**src/rtl/elevator_car_driver.sv**
```systemverilog
// elevator_car_driver: car-side responder to the elevator FSM.
// Sequences the hoist motor and the door actuator with fixed cycle timing,
// tracks the car floor (1..3) and reports arrival, door status and command
// errors.
//
// Handshake: there is no valid/ready pair. The floor inputs are a level-held
// one-hot target sampled every cycle. elevator_open is a level/pulse request
// that is latched into r_open_pending until the door starts opening. All
// outputs except cmd_error are decoded from registered state.
module elevator_car_driver #(
  parameter int TRAVEL_CYCLES    = 16,
  parameter int DOOR_MOVE_CYCLES = 8,
  parameter int DOOR_HOLD_CYCLES = 32
) (
  input  logic       clk,
  input  logic       rst_n,
  input  logic       floor_one,
  input  logic       floor_two,
  input  logic       floor_three,
  input  logic       elevator_open,
  output logic       motor_up,
  output logic       motor_down,
  output logic       door_opening,
  output logic       door_closing,
  output logic       door_open,
  output logic       door_closed,
  output logic [1:0] car_floor,
  output logic       arrived,
  output logic       cmd_error,
  output logic [2:0] dbg_state
);

  localparam int MAX_TM  = (TRAVEL_CYCLES > DOOR_MOVE_CYCLES) ? TRAVEL_CYCLES : DOOR_MOVE_CYCLES;
  localparam int MAX_CYC = (MAX_TM > DOOR_HOLD_CYCLES) ? MAX_TM : DOOR_HOLD_CYCLES;
  localparam int CW      = $clog2(MAX_CYC + 1);

  localparam logic [CW-1:0] C_TRAVEL = CW'(TRAVEL_CYCLES);
  localparam logic [CW-1:0] C_MOVE   = CW'(DOOR_MOVE_CYCLES);
  localparam logic [CW-1:0] C_HOLD   = CW'(DOOR_HOLD_CYCLES);
  localparam logic [CW-1:0] C_ONE    = CW'(1);

  typedef enum logic [2:0] {
    S_IDLE         = 3'd0,
    S_MOVE_UP      = 3'd1,
    S_MOVE_DOWN    = 3'd2,
    S_DOOR_OPENING = 3'd3,
    S_DOOR_HOLD    = 3'd4,
    S_DOOR_CLOSING = 3'd5
  } state_t;

  state_t        r_state;
  state_t        w_state_nxt;
  logic [CW-1:0] r_cnt;
  logic [CW-1:0] w_cnt_nxt;
  logic [1:0]    r_car_floor;
  logic [1:0]    w_floor_nxt;
  logic          r_arrived;
  logic          w_arrived_nxt;
  logic          r_open_pending;
  logic          w_open_pending_nxt;

  logic [1:0]    w_target;      // 0 means no valid target
  logic          w_has_target;
  logic          w_multi;
  logic [1:0]    w_floor_up;
  logic [1:0]    w_floor_dn;

  // Target decode: exactly one floor line gives a target, anything else none.
  always_comb begin
    w_target = 2'd0;
    w_multi  = (floor_one & floor_two) | (floor_one & floor_three) | (floor_two & floor_three);
    case ({floor_three, floor_two, floor_one})
      3'b001:  w_target = 2'd1;
      3'b010:  w_target = 2'd2;
      3'b100:  w_target = 2'd3;
      default: w_target = 2'd0;
    endcase
    w_has_target = (w_target != 2'd0);
  end

  // Saturating neighbour floors so car_floor never leaves 1..3.
  assign w_floor_up = (r_car_floor >= 2'd3) ? 2'd3 : r_car_floor + 2'd1;
  assign w_floor_dn = (r_car_floor <= 2'd1) ? 2'd1 : r_car_floor - 2'd1;

  // Next-state, counter, floor and arrival logic.
  always_comb begin
    w_state_nxt   = r_state;
    w_cnt_nxt     = r_cnt;
    w_floor_nxt   = r_car_floor;
    w_arrived_nxt = 1'b0;
    case (r_state)
      S_IDLE: begin
        if (w_has_target && (w_target > r_car_floor)) begin
          w_state_nxt = S_MOVE_UP;
          w_cnt_nxt   = C_TRAVEL;
        end else if (w_has_target && (w_target < r_car_floor)) begin
          w_state_nxt = S_MOVE_DOWN;
          w_cnt_nxt   = C_TRAVEL;
        end else if (elevator_open || r_open_pending) begin
          // Only reached with target == car_floor or no target.
          w_state_nxt = S_DOOR_OPENING;
          w_cnt_nxt   = C_MOVE;
        end
      end
      S_MOVE_UP: begin
        if (r_cnt <= C_ONE) begin
          // Floor boundary: step the floor and re-evaluate against the new one.
          w_floor_nxt   = w_floor_up;
          w_arrived_nxt = w_has_target && (w_target == w_floor_up);
          if (w_has_target && (w_target > w_floor_up)) begin
            w_cnt_nxt = C_TRAVEL;
          end else begin
            w_state_nxt = S_IDLE;
            w_cnt_nxt   = '0;
          end
        end else begin
          w_cnt_nxt = r_cnt - C_ONE;
        end
      end
      S_MOVE_DOWN: begin
        if (r_cnt <= C_ONE) begin
          w_floor_nxt   = w_floor_dn;
          w_arrived_nxt = w_has_target && (w_target == w_floor_dn);
          if (w_has_target && (w_target < w_floor_dn)) begin
            w_cnt_nxt = C_TRAVEL;
          end else begin
            w_state_nxt = S_IDLE;
            w_cnt_nxt   = '0;
          end
        end else begin
          w_cnt_nxt = r_cnt - C_ONE;
        end
      end
      S_DOOR_OPENING: begin
        if (r_cnt <= C_ONE) begin
          w_state_nxt = S_DOOR_HOLD;
          w_cnt_nxt   = C_HOLD;
        end else begin
          w_cnt_nxt = r_cnt - C_ONE;
        end
      end
      S_DOOR_HOLD: begin
        if (elevator_open) begin
          w_cnt_nxt = C_HOLD;
        end else if (r_cnt <= C_ONE) begin
          w_state_nxt = S_DOOR_CLOSING;
          w_cnt_nxt   = C_MOVE;
        end else begin
          w_cnt_nxt = r_cnt - C_ONE;
        end
      end
      S_DOOR_CLOSING: begin
        if (elevator_open) begin
          // Reverse from the current position: reopen for as long as we closed,
          // counting the current closing cycle.
          w_state_nxt = S_DOOR_OPENING;
          w_cnt_nxt   = C_MOVE - r_cnt + C_ONE;
        end else if (r_cnt <= C_ONE) begin
          w_state_nxt = S_IDLE;
          w_cnt_nxt   = '0;
        end else begin
          w_cnt_nxt = r_cnt - C_ONE;
        end
      end
      default: begin
        w_state_nxt = S_IDLE;
        w_cnt_nxt   = '0;
      end
    endcase
  end

  // Door request latch: entering DOOR_OPENING consumes it, any request sets it.
  always_comb begin
    w_open_pending_nxt = r_open_pending;
    if ((w_state_nxt == S_DOOR_OPENING) && (r_state != S_DOOR_OPENING)) begin
      w_open_pending_nxt = 1'b0;
    end else if (elevator_open) begin
      w_open_pending_nxt = 1'b1;
    end
  end

  // State, counter, floor, arrival and pending registers.
  always_ff @(posedge clk or negedge rst_n) begin
    if (!rst_n) begin
      r_state        <= S_IDLE;
      r_cnt          <= '0;
      r_car_floor    <= 2'd1;
      r_arrived      <= 1'b0;
      r_open_pending <= 1'b0;
    end else begin
      r_state        <= w_state_nxt;
      r_cnt          <= w_cnt_nxt;
      r_car_floor    <= w_floor_nxt;
      r_arrived      <= w_arrived_nxt;
      r_open_pending <= w_open_pending_nxt;
    end
  end

  // Moore output decode; motors only run in states where the door is closed.
  assign motor_up     = (r_state == S_MOVE_UP);
  assign motor_down   = (r_state == S_MOVE_DOWN);
  assign door_opening = (r_state == S_DOOR_OPENING);
  assign door_open    = (r_state == S_DOOR_HOLD);
  assign door_closing = (r_state == S_DOOR_CLOSING);
  assign door_closed  = (r_state == S_IDLE) || (r_state == S_MOVE_UP) || (r_state == S_MOVE_DOWN);
  assign car_floor    = r_car_floor;
  assign arrived      = r_arrived;
  assign cmd_error    = w_multi;
  assign dbg_state    = r_state;

endmodule
```
**config.mk**
```make
export PLATFORM = sky130hd
export DESIGN_NAME = elevator_car_driver
export DESIGN_NICKNAME = d
export VERILOG_FILES = /design/src/rtl/elevator_car_driver.sv
export SDC_FILE = /design/constraint.sdc
export NUM_CORES = 1
export LEC_CHECK = 0
export BUFFER_PORTS_ARGS = -buffer_cell sky130_fd_sc_hd__buf_2
export CAP_MARGIN = 0
export CELL_PAD_IN_SITES_DETAIL_PLACEMENT = 0
export CELL_PAD_IN_SITES_GLOBAL_PLACEMENT = 1
export CORE_UTILIZATION = 41
export CTS_CLUSTER_SIZE = 8
export DETAILED_ROUTE_END_ITERATION = 7
export PLACE_DENSITY = 0.78
export SLEW_MARGIN = 25
export SYNTH_ARGS = -nofsm -noshare
export SYNTH_HDL_FRONTEND = slang
export SYNTH_SLANG_ARGS = --single-unit
```
**constraint.sdc**
```tcl
create_clock -name clk -period 2.4 [get_ports clk]
set_input_delay 0.24 -clock clk [delete_from_list [all_inputs] [get_ports clk]]
set_output_delay 0.24 -clock clk [all_outputs]
set_load 0.005 [all_outputs]
```
After elaboration in Yosys (flattened, before gate mapping). Index checks and enable logic that the tools add are counted.

Bits in registers: 13. Logic and storage cells: 89. Memories kept: 0. Bits in read-only memories: 0. RAM bits: 0. Output and inout port bits: 13. Latch bits: 0.

Magnitude comparators: 7. Multiplexer cells: 37. Add/subtract/negate cells: 5. Shift-type cells: 0. Equal/unequal tests: 15. Multiply operators: 0. Reduce and logical (&&, ||, !) cells: 15. Divide/modulo/power cells: 0. Bitwise logic cells: 5.

Operators with widths (number): 6-bit 2-to-1 mux (10); 3-bit 2-to-1 mux (12); 6-bit one-hot mux with 6 select lines (1); 3-bit one-hot mux with 6 select lines (1); 3-bit by 2-bit == test with 1-bit output, second input constant (4); 5-bit 2-to-1 mux (2); 3-bit == test, second input constant (3); 2-bit 2-to-1 mux (4); 1-bit logical AND (7); 6-bit by 1-bit adder with 6-bit output, second input constant (1); 3-bit by 1-bit == test with 1-bit output, second input constant (2); 6-bit by 1-bit less-or-equal comparator with 1-bit output, second input constant (1); 2-bit one-hot mux with 3 select lines (1); 2-bit nonzero test (3); 4-bit by 6-bit subtractor with 6-bit output, first input constant (1); 6-bit by 1-bit subtractor with 6-bit output, second input constant (1); 2-bit == test (2); 2-bit > comparator (2); 2-bit < comparator (2); 1-bit 2-to-1 mux (4); 2-bit by 1-bit inequality test with 1-bit output, second input constant (2); 4-bit inequality test, second input constant (1); 2-bit one-hot mux with 2 select lines (1); 1-bit AND (3); 10 further kinds (13).

Depth between registers and ports, before layout. Gate-level depths: netlist of the first run.

Word-level depth: 10. Mapped depth: 10. Depth with buffers taken out: 9.

Worst setup path before layout of the first run. Ideal clock, no wire load.

Kind: input-to-reg. From: in floor_one. To: reg r_cnt[4]. Stages on the path: 9. Buffers on the path: 1. Setup time: 0.124 ns. Arrival time: 2.133 ns. Setup slack: 0.144 ns. Data required time: 2.276 ns. Cell sequence: clkbuf_1 nand2b_1 a21o_1 ha_1 nand2_1 o221a_2 o21ai_0 o22ai_1 a211o_1.

Cells in the longest elaborated chain, start to end: 7.

Ends and longest elaborated chain: start: declaration (line 17) `input logic floor_one,`; 3-bit == test (tied with other cells) (line 72) `case ({floor_three, floor_two, floor_one})`; 2-bit one-hot mux with 3 select lines * (line 72); 2-bit < comparator (tied with other cells) (line 124) `if (w_has_target && (w_target < w_floor_dn)) begin`; 1-bit logical AND (on tied branches) (line 124, 110, 96); 5-bit 2-to-1 mux (tied with other cells) (line 124); 6-bit 2-to-1 mux (on tied branches) (line 121, 106, 93); 6-bit one-hot mux with 6 select lines (line 91) `case (r_state)`; end signal: assignment (line 192) `r_cnt <= w_cnt_nxt;`; end: declaration (line 53) `logic [CW-1:0] r_cnt;`.

Every way passes the cells marked *; elsewhere a longest branch is shown, timed or not. A chain may end at the register's enable or synchronous reset.

Final worst setup path of the first run.
From: reg r_car_floor[0] (netlist: car_floor[0]). To: reg r_cnt[2].

Cells in the longest elaborated chain, start to end: 5.

Ends and longest elaborated chain: start: declaration (line 55) `logic [1:0] r_car_floor;`; start signal: assignment (line 193) `r_car_floor <= w_floor_nxt;`; 2-bit < comparator (line 96) `end else if (w_has_target && (w_target < r_car_floor)) begin`; 1-bit logical AND (line 96); 6-bit 2-to-1 mux (line 96); 6-bit 2-to-1 mux (line 93) `if (w_has_target && (w_target > r_car_floor)) begin`; 6-bit one-hot mux with 6 select lines (line 91).

Parallel ways exist; a longest one is shown, timed or not.

==> summary.md, run 1 <==
| Metric | Value |
|---|---|
| Gpl congestion | `roughly 0.87` |
| Total design power | `1.23 mW` |
| Pin count of the biggest net entering global routing | `18` |
| Final period util | `a little over 90%` |
| Startpoint types | `flop` |
| Bufs on Longest Clock Path | `2` |
| Share of the synthesized area in the top cell type | `22.3%` |
| Ports | `19` |
| Leading area contributor after synthesis | `dfrtp_1` |
| Setup TNS | `0 ns` |
| H-tree depth | `1` |
| Row cnt | `20` |
| DRC viols | `0` |
| GRT Total Usage | `21.8%` |
| Top cells by area, synth | `dfrtp_1 (22%), o21ai_0 (6.7%), nand2_1 (5.9%)` |
| Root buffer cell | `clkbuf_4` |
| Count of cell types in the netlist | `41` |
| Yosys warns | `0` |
| Worst EP required | `2.57 ns` |
| Die Y | `59.3 um` |
| Register area share after synthesis | `around 24%` |
| Routed wire length | `3450 um` |
| Inst Count DP | `239` |
| First-pass GRT wire length | `5750 um` |
| Final Max Slew Viols | `0` |
| Area growth, synth to finish | `11.7%` |
| Via count | `1386` |
| Worst slew margin | `65.1%` |
| Fin nets | `around 210` |
| Worst IR drop on VDD | `about 0.37 mV` |
| Via/cell ratio | `roughly 5.7` |
| Most used DFF post-synth | `dfrtp_1` |
| Core Region | `3080 um^2` |
| Hold Crit Class | `input pin to flop` |
| Number of global-route vias before repair | `1255` |
| Post_cts resized | `0` |
| Syn nets | `197` |
| Clock-pin transition on the worst setup and hold timing paths | `0.08 ns` |
| CTS tree | `built` |
| DP Wirelength | `2640 um` |
| Share of cells above drive strength 1 | `between 10% and 20%` |
| N_diodes | `0` |
| Pwr Density | `816 nW/um^2` |
| DRT antenna net count | `0` |
| Min Tclk post-route | `2.19 ns` |
| Final Setup Violations | `0` |
| Flops & latches, synth | `13` |
| Clock buffer count from CTS | `3` |
| Global route overflow | `0` |
| Clock skew | `0.00897 ns` |
| Post-synth ARST share | `100%` |
| F_max | `457 MHz` |
| Post-route insts no fill | `244` |
| CP Capture Type | `flop` |
| Hold_buf cts | `1` |
| Worst skew pair latency | `approximately 0.28 ns` |
| RSZ-0062 raised after global routing | `false` |
| Post-CTS Setup Bufs | `0` |
| Die width | `59.3 um` |
| WP data arrival | `~2.4 ns` |
| Status | `complete, no violations` |
| Number of clock sinks | `13` |
| # port buffers | `18` |
| Syn avg cell area | `roughly 7.3 um^2` |
| Final Hold Slack | `0.335 ns` |
| Cell count after synthesis | `185` |
| Max FO, Critical Path | `14` |
| Initial antenna violation count | `0` |
| Least-Margin Pin Slew | `0.517 ns` |
| WL per Instance | `14.1 um` |
| DR iter-0 viols | `81` |
| WS Path Type | `flop to flop` |
| Final Hold Fails | `0` |
| Starting Density | `43.7%` |
| Total of max-cap violations | `0` |
| Full die area | `3520 um^2` |
| First-pass DRT Iterations | `4` |
| Leak pwr | `0.630 nW` |
| Number of synthesized flops with an enable pin | `0` |
| Post-Syn Area | `between 1000 and 1500 um^2` |
-- worst max-delay path: stages (launching register included) --
cell and delay [ns]:
dfstp_2 0.66, ha_1 0.31, nand2_1 0.12, o221a_2 0.18
o21ai_0 0.17, nand2_1 0.21, o21ai_0 0.11, a221o_1 0.31
-- metal layers --
layer | wire (um) | vias up | GRT usage [%]
met5 | 0 | - | 0
met4 | 76 | 0 | 9.52
met3 | 150 | 9 | 3.06
met2 | 1480 | 41 | 31.6
met1 | 1730 | 644 | 31.8
li1 | - | 692 | -
-- final timing paths --
kind                               startpoint  depth (start not counted)  slack, ns              to
worst max-delay path             car_floor[0]                          7       0.21        r_cnt[2]
worst min-delay path            elevator_open                          3       0.33  r_open_pending
worst max register to register   car_floor[0]                          7       0.21        r_cnt[2]
worst min register to register       r_cnt[1]                          2       0.57        r_cnt[1]
max in group asynchronous               rst_n                          2       1.73    car_floor[0]
min in group asynchronous               rst_n                          2       0.38        r_cnt[3]
-- power by group --
part	switching, mW	total [mW]	internal (mW)
clock	0.0716	0.136	0.0646
sequential	0.0969	0.392	0.295
combinational	0.377	0.700	0.322
-- cell usage after synthesis (2+ instances only) --
master and instances:
nand2_1 21, nor2_1 19, o21ai_0 18, a21oi_1 13, dfrtp_1 12, clkbuf_1 11, nand2b_1 9, inv_1 7
xnor2_1 7, ha_1 6, and2_1 5, nor3_1 5, nor2b_1 4, o22ai_1 4, a21o_1 3, nor4_1 3
o21a_1 3, o221ai_1 3, o22a_1 3, a221o_1 2, a31oi_1 2, buf_6 2, nand3_1 2, nor3b_1 2
o311ai_0 2, or3_1 2
-- cell usage in the layout, fill, tap and decap left out, drive strengths merged, types with 5 or more instances in the layout --
cell,synthesis,final
nor2,19,19
dfrtp,12,12
inv,7,7
and2,6,6
xnor2,7,7
nor3,5,5
ha,6,6
nand2,21,21
a21oi,13,13
o21ai,18,18
buf,3,24
nand2b,9,9
-- final cells by class --
cell class | instances | area (um^2)
repair buffers | 25 | 145
multi-input cells | 151 | 925
inverters | 7 | 26.3
flip-flops and latches | 13 | 327
fillers | 321 | 1570
well taps | 44 | 55.1
clock buffers | 4 | 26.3
-- flip-flops by register name, indices dropped and copies added, names as in the netlist --
| register | flops |
|---|---|
| car_floor | 2 |
| arrived | 1 |
| dbg_state | 3 |
| r_cnt | 6 |
| r_open_pending | 1 |
-- per-stage QoR --
| step | worst slack [ns] | instance area (um^2) | utilization, % |
|---|---|---|---|
| after global placement | 0.109 | 1470 | 47.7 |
| after detailed placement | 0.0124 | 1470 | 47.7 |
| final | 0.211 | 1500 | 48.9 |
| after global routing | 0.0389 | 1500 | 48.9 |
| after floorplan | 0.144 | 1350 | - |
| after CTS | 0.228 | 1500 | 48.9 |
-- kinds of logic after synthesis --
logic type	after synthesis	share of synthesized area, %
simple gates	79	30.0
compound gates	59	28.5
buf+inv	21	7.06
flops	13	24.3
xor+xnor	7	4.55
fa+ha+maj	6	5.58
Power figures use the tool's default switching activity.
==> inputs of run 2 (changes only) <==
--- a/config.mk
+++ b/config.mk
@@ -9,10 +9,11 @@
 export CAP_MARGIN = 0
 export CELL_PAD_IN_SITES_DETAIL_PLACEMENT = 0
 export CELL_PAD_IN_SITES_GLOBAL_PLACEMENT = 1
-export CORE_UTILIZATION = 41
+export CORE_UTILIZATION = 43
+export CTS_BUF_LIST = sky130_fd_sc_hd__clkbuf_4 sky130_fd_sc_hd__clkbuf_8
 export CTS_CLUSTER_SIZE = 8
 export DETAILED_ROUTE_END_ITERATION = 7
-export PLACE_DENSITY = 0.78
+export PLACE_DENSITY = 0.81
 export SLEW_MARGIN = 25
 export SYNTH_ARGS = -nofsm -noshare
 export SYNTH_HDL_FRONTEND = slang
==> run 2 against run 1 <==
The run now ends with DRC left. Final area fell by 0.83%. Via count rose by 2.7%. First-iteration DRC count fell by 14%. Die area fell by 4.5%. Setup slack improved by 0.025 ns. Non-clock buffer count did not move. Largest cell class unchanged. Highest routed layer unchanged.
==> summary.md, run 2 (synthesis results as in run 1) <==
| Metric | Value |
|---|---|
| First-pass DRT Iterations | `6` |
| Bufs on Longest Clock Path | `2` |
| Worst slew margin | `about two thirds` |
| Area growth, synth to finish | `10.8%` |
| Most frequent cells in the layout | `nand2_1 (21), nor2_1 (19), o21ai_0 (18), buf_2 (18), a21oi_1 (13)` |
| DR iter-0 viols | `70` |
| Initial antenna violation count | `0` |
| Design Area, Final | `1490 um^2` |
| Critical Path, Cell by Cell | `or4_4 -> or2_1 -> or3_1 -> a21o_1 -> nand4_2 -> a31oi_1` |
| Clock-pin transition on the worst setup and hold timing paths | `0.09 ns` |
| Ports | `19` |
| Full die area | `3360 um^2` |
| Least-Margin Pin Slew | `0.494 ns` |
| Die Y | `58.0 um` |
| Final period util | `90.2%` |
| Switching power | `~550 uW` |
| Post_cts resized | `0` |
| Gpl congestion | `0.865` |
| Root buffer cell | `clkbuf_4` |
| Worst EP required | `2.57 ns` |
| Pwr Density | `837 nW/um^2` |
| Status | `complete, but fails checks` |
| Max FO, Critical Path | `6` |
| Leak pwr | `approximately 0.63 nW` |
| Number of global-route vias before repair | `between 1000 and 1500` |
| Share of cells above drive strength 1 | `17.5%` |
| Die width | `58.0 um` |
| Switch share | `44.3%` |
| DRC viols | `1` |
| WP data arrival | `2.33 ns` |
| Final Setup Violations | `0` |
| Register bank with the most flops | `r_cnt` |
| Most common cell after layout, fill and taps aside | `nand2_1` |
| Row cnt | `19` |
| Internal Power | `between 600 and 700 uW` |
| Routed wire length | `between 3000 and 4000 um` |
| Seq pwr share | `about 32%` |
| Pin count of the biggest net entering global routing | `18` |
| Via count | `1423` |
| Via/cell ratio | `6.16` |
| WS Path Type | `flop to flop` |
| Final Hold Fails | `0` |
| Area after DPL | `1450 um^2` |
| GRT Total Usage | `a little under a quarter` |
| Worst IR drop on VDD | `0.477 mV` |
| N_diodes | `0` |
| Starting Density | `47.2%` |
| WL per Instance | `15.0 um` |
| DP Wirelength | `2640 um` |
| Fin nets | `213` |
| CP Capture Type | `flop` |
| Comb power frac | `55.4%` |
| Final Max Slew Viols | `0` |
| Setup TNS | `0 ns` |
| # port buffers | `18` |
| Startpoint types | `flop` |
| Hold Crit Class | `input pin to flop` |
| Max reg flops | `6` |
| Clock skew | `0.00468 ns` |
| Clock buffer count from CTS | `3` |
| First-pass GRT wire length | `~6000 um` |
| H-tree depth | `1` |
| Number of clock sinks | `13` |
| Worst R2R Path Depth | `6` |
| Total of max-cap violations | `0` |
| F_max | `approximately 460 MHz` |
| Post-CTS Setup Bufs | `0` |
| RSZ-0062 raised after global routing | `false` |
| Failing checks | `DRC` |
| Min Tclk post-route | `2.16 ns` |
| Fin util | `52.3%` |
| Global route overflow | `0` |
| Worst skew pair latency | `around 0.28 ns` |
| DRT antenna net count | `0` |
| Hold-critical path depth | `3` |
| Clk pwr share | `about an eighth` |
| CTS tree | `built` |
| CP max stage delay | `0.56 ns` |
| CP max-delay cell | `or4_4` |
| Core Region | `2850 um^2` |
==> run 2: cell counts in the layout (fill, tap and decap cells not counted) <==
Identical to the previous run, type by type.
==> run 2: through the flow <==
step                worst slack [ns]  hold slack (ns)  power, mW  std cells
floorplan                      0.144          -0.0556      0.918        185
global placement              0.0965            0.146       1.07        226
detailed placement            0.0881            0.156       1.09        226
CTS                            0.233            0.295       1.25        231
global route                  0.0915            0.322       1.37        231
finish                         0.236            0.301       1.25        231
==> run 2: per-layer routing <==
layer | routed length (um) | global-route usage (%) | up-vias
met5 | 0 | 0 | -
met4 | 53 | 8.84 | 0
met3 | 196 | 2.46 | 7
met2 | 1550 | 34.8 | 54
met1 | 1660 | 34.1 | 671
li1 | - | - | 691
==> run 2: final timing paths <==
kind,startpoint,end,slack [ns]
worst min-delay path,elevator_open,r_open_pending,0.30
worst max register to register,r_cnt[2],r_open_pending,0.24
worst max-delay path,r_cnt[2],r_open_pending,0.24
max in group asynchronous,rst_n,car_floor[0],1.74
worst min register to register,r_cnt[1],r_cnt[1],0.55
min in group asynchronous,rst_n,dbg_state[2],0.37
==> run 2: power groups by stage <==
| stage | clock network (mW) | logic, mW | registers, mW |
|---|---|---|---|
| final | 0.155 | 0.692 | 0.402 |
| after global routing | 0.168 | 0.784 | 0.417 |
| after CTS | 0.157 | 0.694 | 0.399 |
| after detailed placement | 0 | 0.688 | 0.402 |
| after global placement | 0 | 0.671 | 0.403 |
| after floorplan | 0 | 0.565 | 0.353 |
==> run 2: layout make-up <==
| class | instances | area, um^2 |
|---|---|---|
| tap | 31 | 38.8 |
| sequential | 13 | 327 |
| inverter | 7 | 26.3 |
| timing repair buffer | 25 | 145 |
| multi-input combinational | 151 | 925 |
| fill | 279 | 1360 |
| clock buffer | 4 | 30.0 |
==> run 2: worst max-delay path: cells and delay by family (launching register included) <==
family          cells  cell delay [ns]
compound gates      2             0.28
flops               1             0.44
simple gates        4             1.33
==> run 2: repair_timing <==
item,CTS,global route
endpoints found under the setup margin,0,0
hold endpoints to repair,12,0
hold buffers,1,0
==> inputs of run 3 (changes only) <==
--- a/config.mk
+++ b/config.mk
@@ -9,11 +9,11 @@
 export CAP_MARGIN = 0
 export CELL_PAD_IN_SITES_DETAIL_PLACEMENT = 0
 export CELL_PAD_IN_SITES_GLOBAL_PLACEMENT = 1
-export CORE_UTILIZATION = 43
+export CORE_UTILIZATION = 25
 export CTS_BUF_LIST = sky130_fd_sc_hd__clkbuf_4 sky130_fd_sc_hd__clkbuf_8
 export CTS_CLUSTER_SIZE = 8
 export DETAILED_ROUTE_END_ITERATION = 7
-export PLACE_DENSITY = 0.81
+export PLACE_DENSITY = 0.52
 export SLEW_MARGIN = 25
 export SYNTH_ARGS = -nofsm -noshare
 export SYNTH_HDL_FRONTEND = slang
==> run 3 against run 2 <==
The flow now finishes without violations. Via count fell by 0.70%. Hold slack improved by 0.049 ns. Clock skew fell by 0.0031 ns. Combinational power rose by 6.4%. Critical path type unchanged.
==> summary.md, run 3 (synthesis results as in run 1) <==
| Metric | Value |
|---|---|
| Setup TNS | `0 ns` |
| Most frequent cells in the layout | `nand2_1 (21), nor2_1 (19), o21ai_0 (18), buf_2 (18), a21oi_1 (13)` |
| WL per Instance | `14.4 um` |
| DR iter-0 viols | `78` |
| WS Path Type | `flop to flop` |
| GRT Total Usage | `between 15 and 20%` |
| Clock buffer count from CTS | `3` |
| Pwr Density | `839 nW/um^2` |
| Post-route insts no fill | `276` |
| Post-CTS Setup Bufs | `0` |
| Pre-CTS setup slack | `roughly 0.094 ns` |
| H-tree depth | `1` |
| # port buffers | `18` |
| RR Startpoint | `r_cnt[3]` |
| WP data arrival | `2.28 ns` |
| Final Hold Slack | `0.351 ns` |
| CP Capture Type | `flop` |
| Core Region | `5140 um^2` |
| Final period util | `around nine tenths` |
| Full die area | `approximately 5700 um^2` |
| Register bank with the most flops | `r_cnt` |
| Pin count of the biggest net entering global routing | `17` |
| R2r endpoint | `r_open_pending` |
| Number of global-route vias before repair | `about 1300` |
| DRT antenna net count | `0` |
| Worst R2R Path Depth | `6` |
| F_max | `464 MHz` |
| Area growth, synth to finish | `19.1%` |
| First-pass GRT wire length | `~6500 um` |
| Max FO, Critical Path | `10` |
| Die Y | `~75 um` |
| Ports | `19` |
| Final worst slack | `0.244 ns` |
| Most common cell after layout, fill and taps aside | `nand2_1` |
| Final Setup Violations | `0` |
| CTS tree | `built` |
| Routed wire length | `3970 um` |
| Row cnt | `26` |
| Least-Margin Pin Slew | `0.516 ns` |
| DRC viols | `0` |
| Starting Density | `a little over a quarter` |
| Root buffer cell | `clkbuf_8` |
| DP Wirelength | `3110 um` |
| Share of cells above drive strength 1 | `between 10% and 20%` |
| Clock-pin transition on the worst setup and hold timing paths | `about 0.060 ns` |
| Design Area, Final | `~1600 um^2` |
| Fin util | `31.2%` |
| Startpoint types | `flop` |
| Total of max-cap violations | `0` |
| Worst EP required | `2.53 ns` |
| Global route overflow | `0` |
| Max reg flops | `6` |
| First-pass DRT Iterations | `4` |
| Initial antenna violation count | `0` |
| Inst Count DP | `between 200 and 300` |
| Final Max Slew Viols | `0` |
| Worst slew margin | `65.6%` |
| Worst IR drop on VDD | `around 0.38 mV` |
| Hold Crit Class | `input pin to flop` |
| Fin nets | `219` |
| Min Tclk post-route | `2.16 ns` |
| Leak pwr | `0.672 nW` |
| RSZ-0062 raised after global routing | `false` |
| Area after DPL | `1550 um^2` |
| Total design power | `1.35 mW` |
| Gpl congestion | `roughly 0.85` |
| Worst skew pair latency | `roughly 0.25 ns` |
| Via count | `1413` |
| Clock skew | `~0.0016 ns` |
| Bufs on Longest Clock Path | `2` |
| Reg2reg setup slack | `~0.24 ns` |
| Hold path startpoint | `elevator_open` |
| Worst setup path endpoint | `r_open_pending` |
| Number of clock sinks | `13` |
| Status | `complete, no violations` |
| N_diodes | `0` |
| Worst Setup SP | `r_cnt[3]` |
| Final Hold Fails | `0` |
| Via/cell ratio | `5.12` |
| Die width | `75.4 um` |
-- run 3: critical path: stages (launching register included) --
cell	delay, ns
dfrtp_1	0.38
or4_4	0.56
or2_1	0.34
or3_1	0.38
a21o_1	0.20
nand4_2	0.09
a31oi_1	0.09
-- run 3: repair_timing --
action                                 CTS  global route
hold buffers                             1             0
endpoints found under the hold margin   12             0
resized for setup                        0             0
-- run 3: metal layers --
layer  vias to the layer above  global-route usage (%)  wire [um]
li1                        705                       -          -
met1                       673                    22.0       1960
met2                        31                    23.9       1760
met3                         4                    2.65        210
met4                         0                    4.32         44
met5                         -                       0          0
-- run 3: final cells by class --
cell class / instances / area [um^2]
Tap cell: 70 / 87.6
Multi-Input combinational cell: 151 / 925
Timing Repair Buffer: 31 / 190
Sequential cell: 13 / 327
Inverter: 7 / 26.3
Clock buffer: 4 / 48.8
Fill cell: 590 / 3540
-- run 3: how the worst min path moves through the flow --
stage / to / slack (ns) / cells past startpoint
global placement: r_open_pending / 0.17 / 1
detailed placement: r_open_pending / 0.16 / 1
CTS: r_open_pending / 0.34 / 3
floorplan: arrived / -0.06 / 0
finish: r_open_pending / 0.35 / 3
global route: r_open_pending / 0.37 / 3
-- run 3: power breakdown --
part	switching, mW	internal, mW	leakage (nW)
registers	0.0991	0.295	0.147
clock network	0.0860	0.129	0.0262
logic	0.388	0.348	0.498
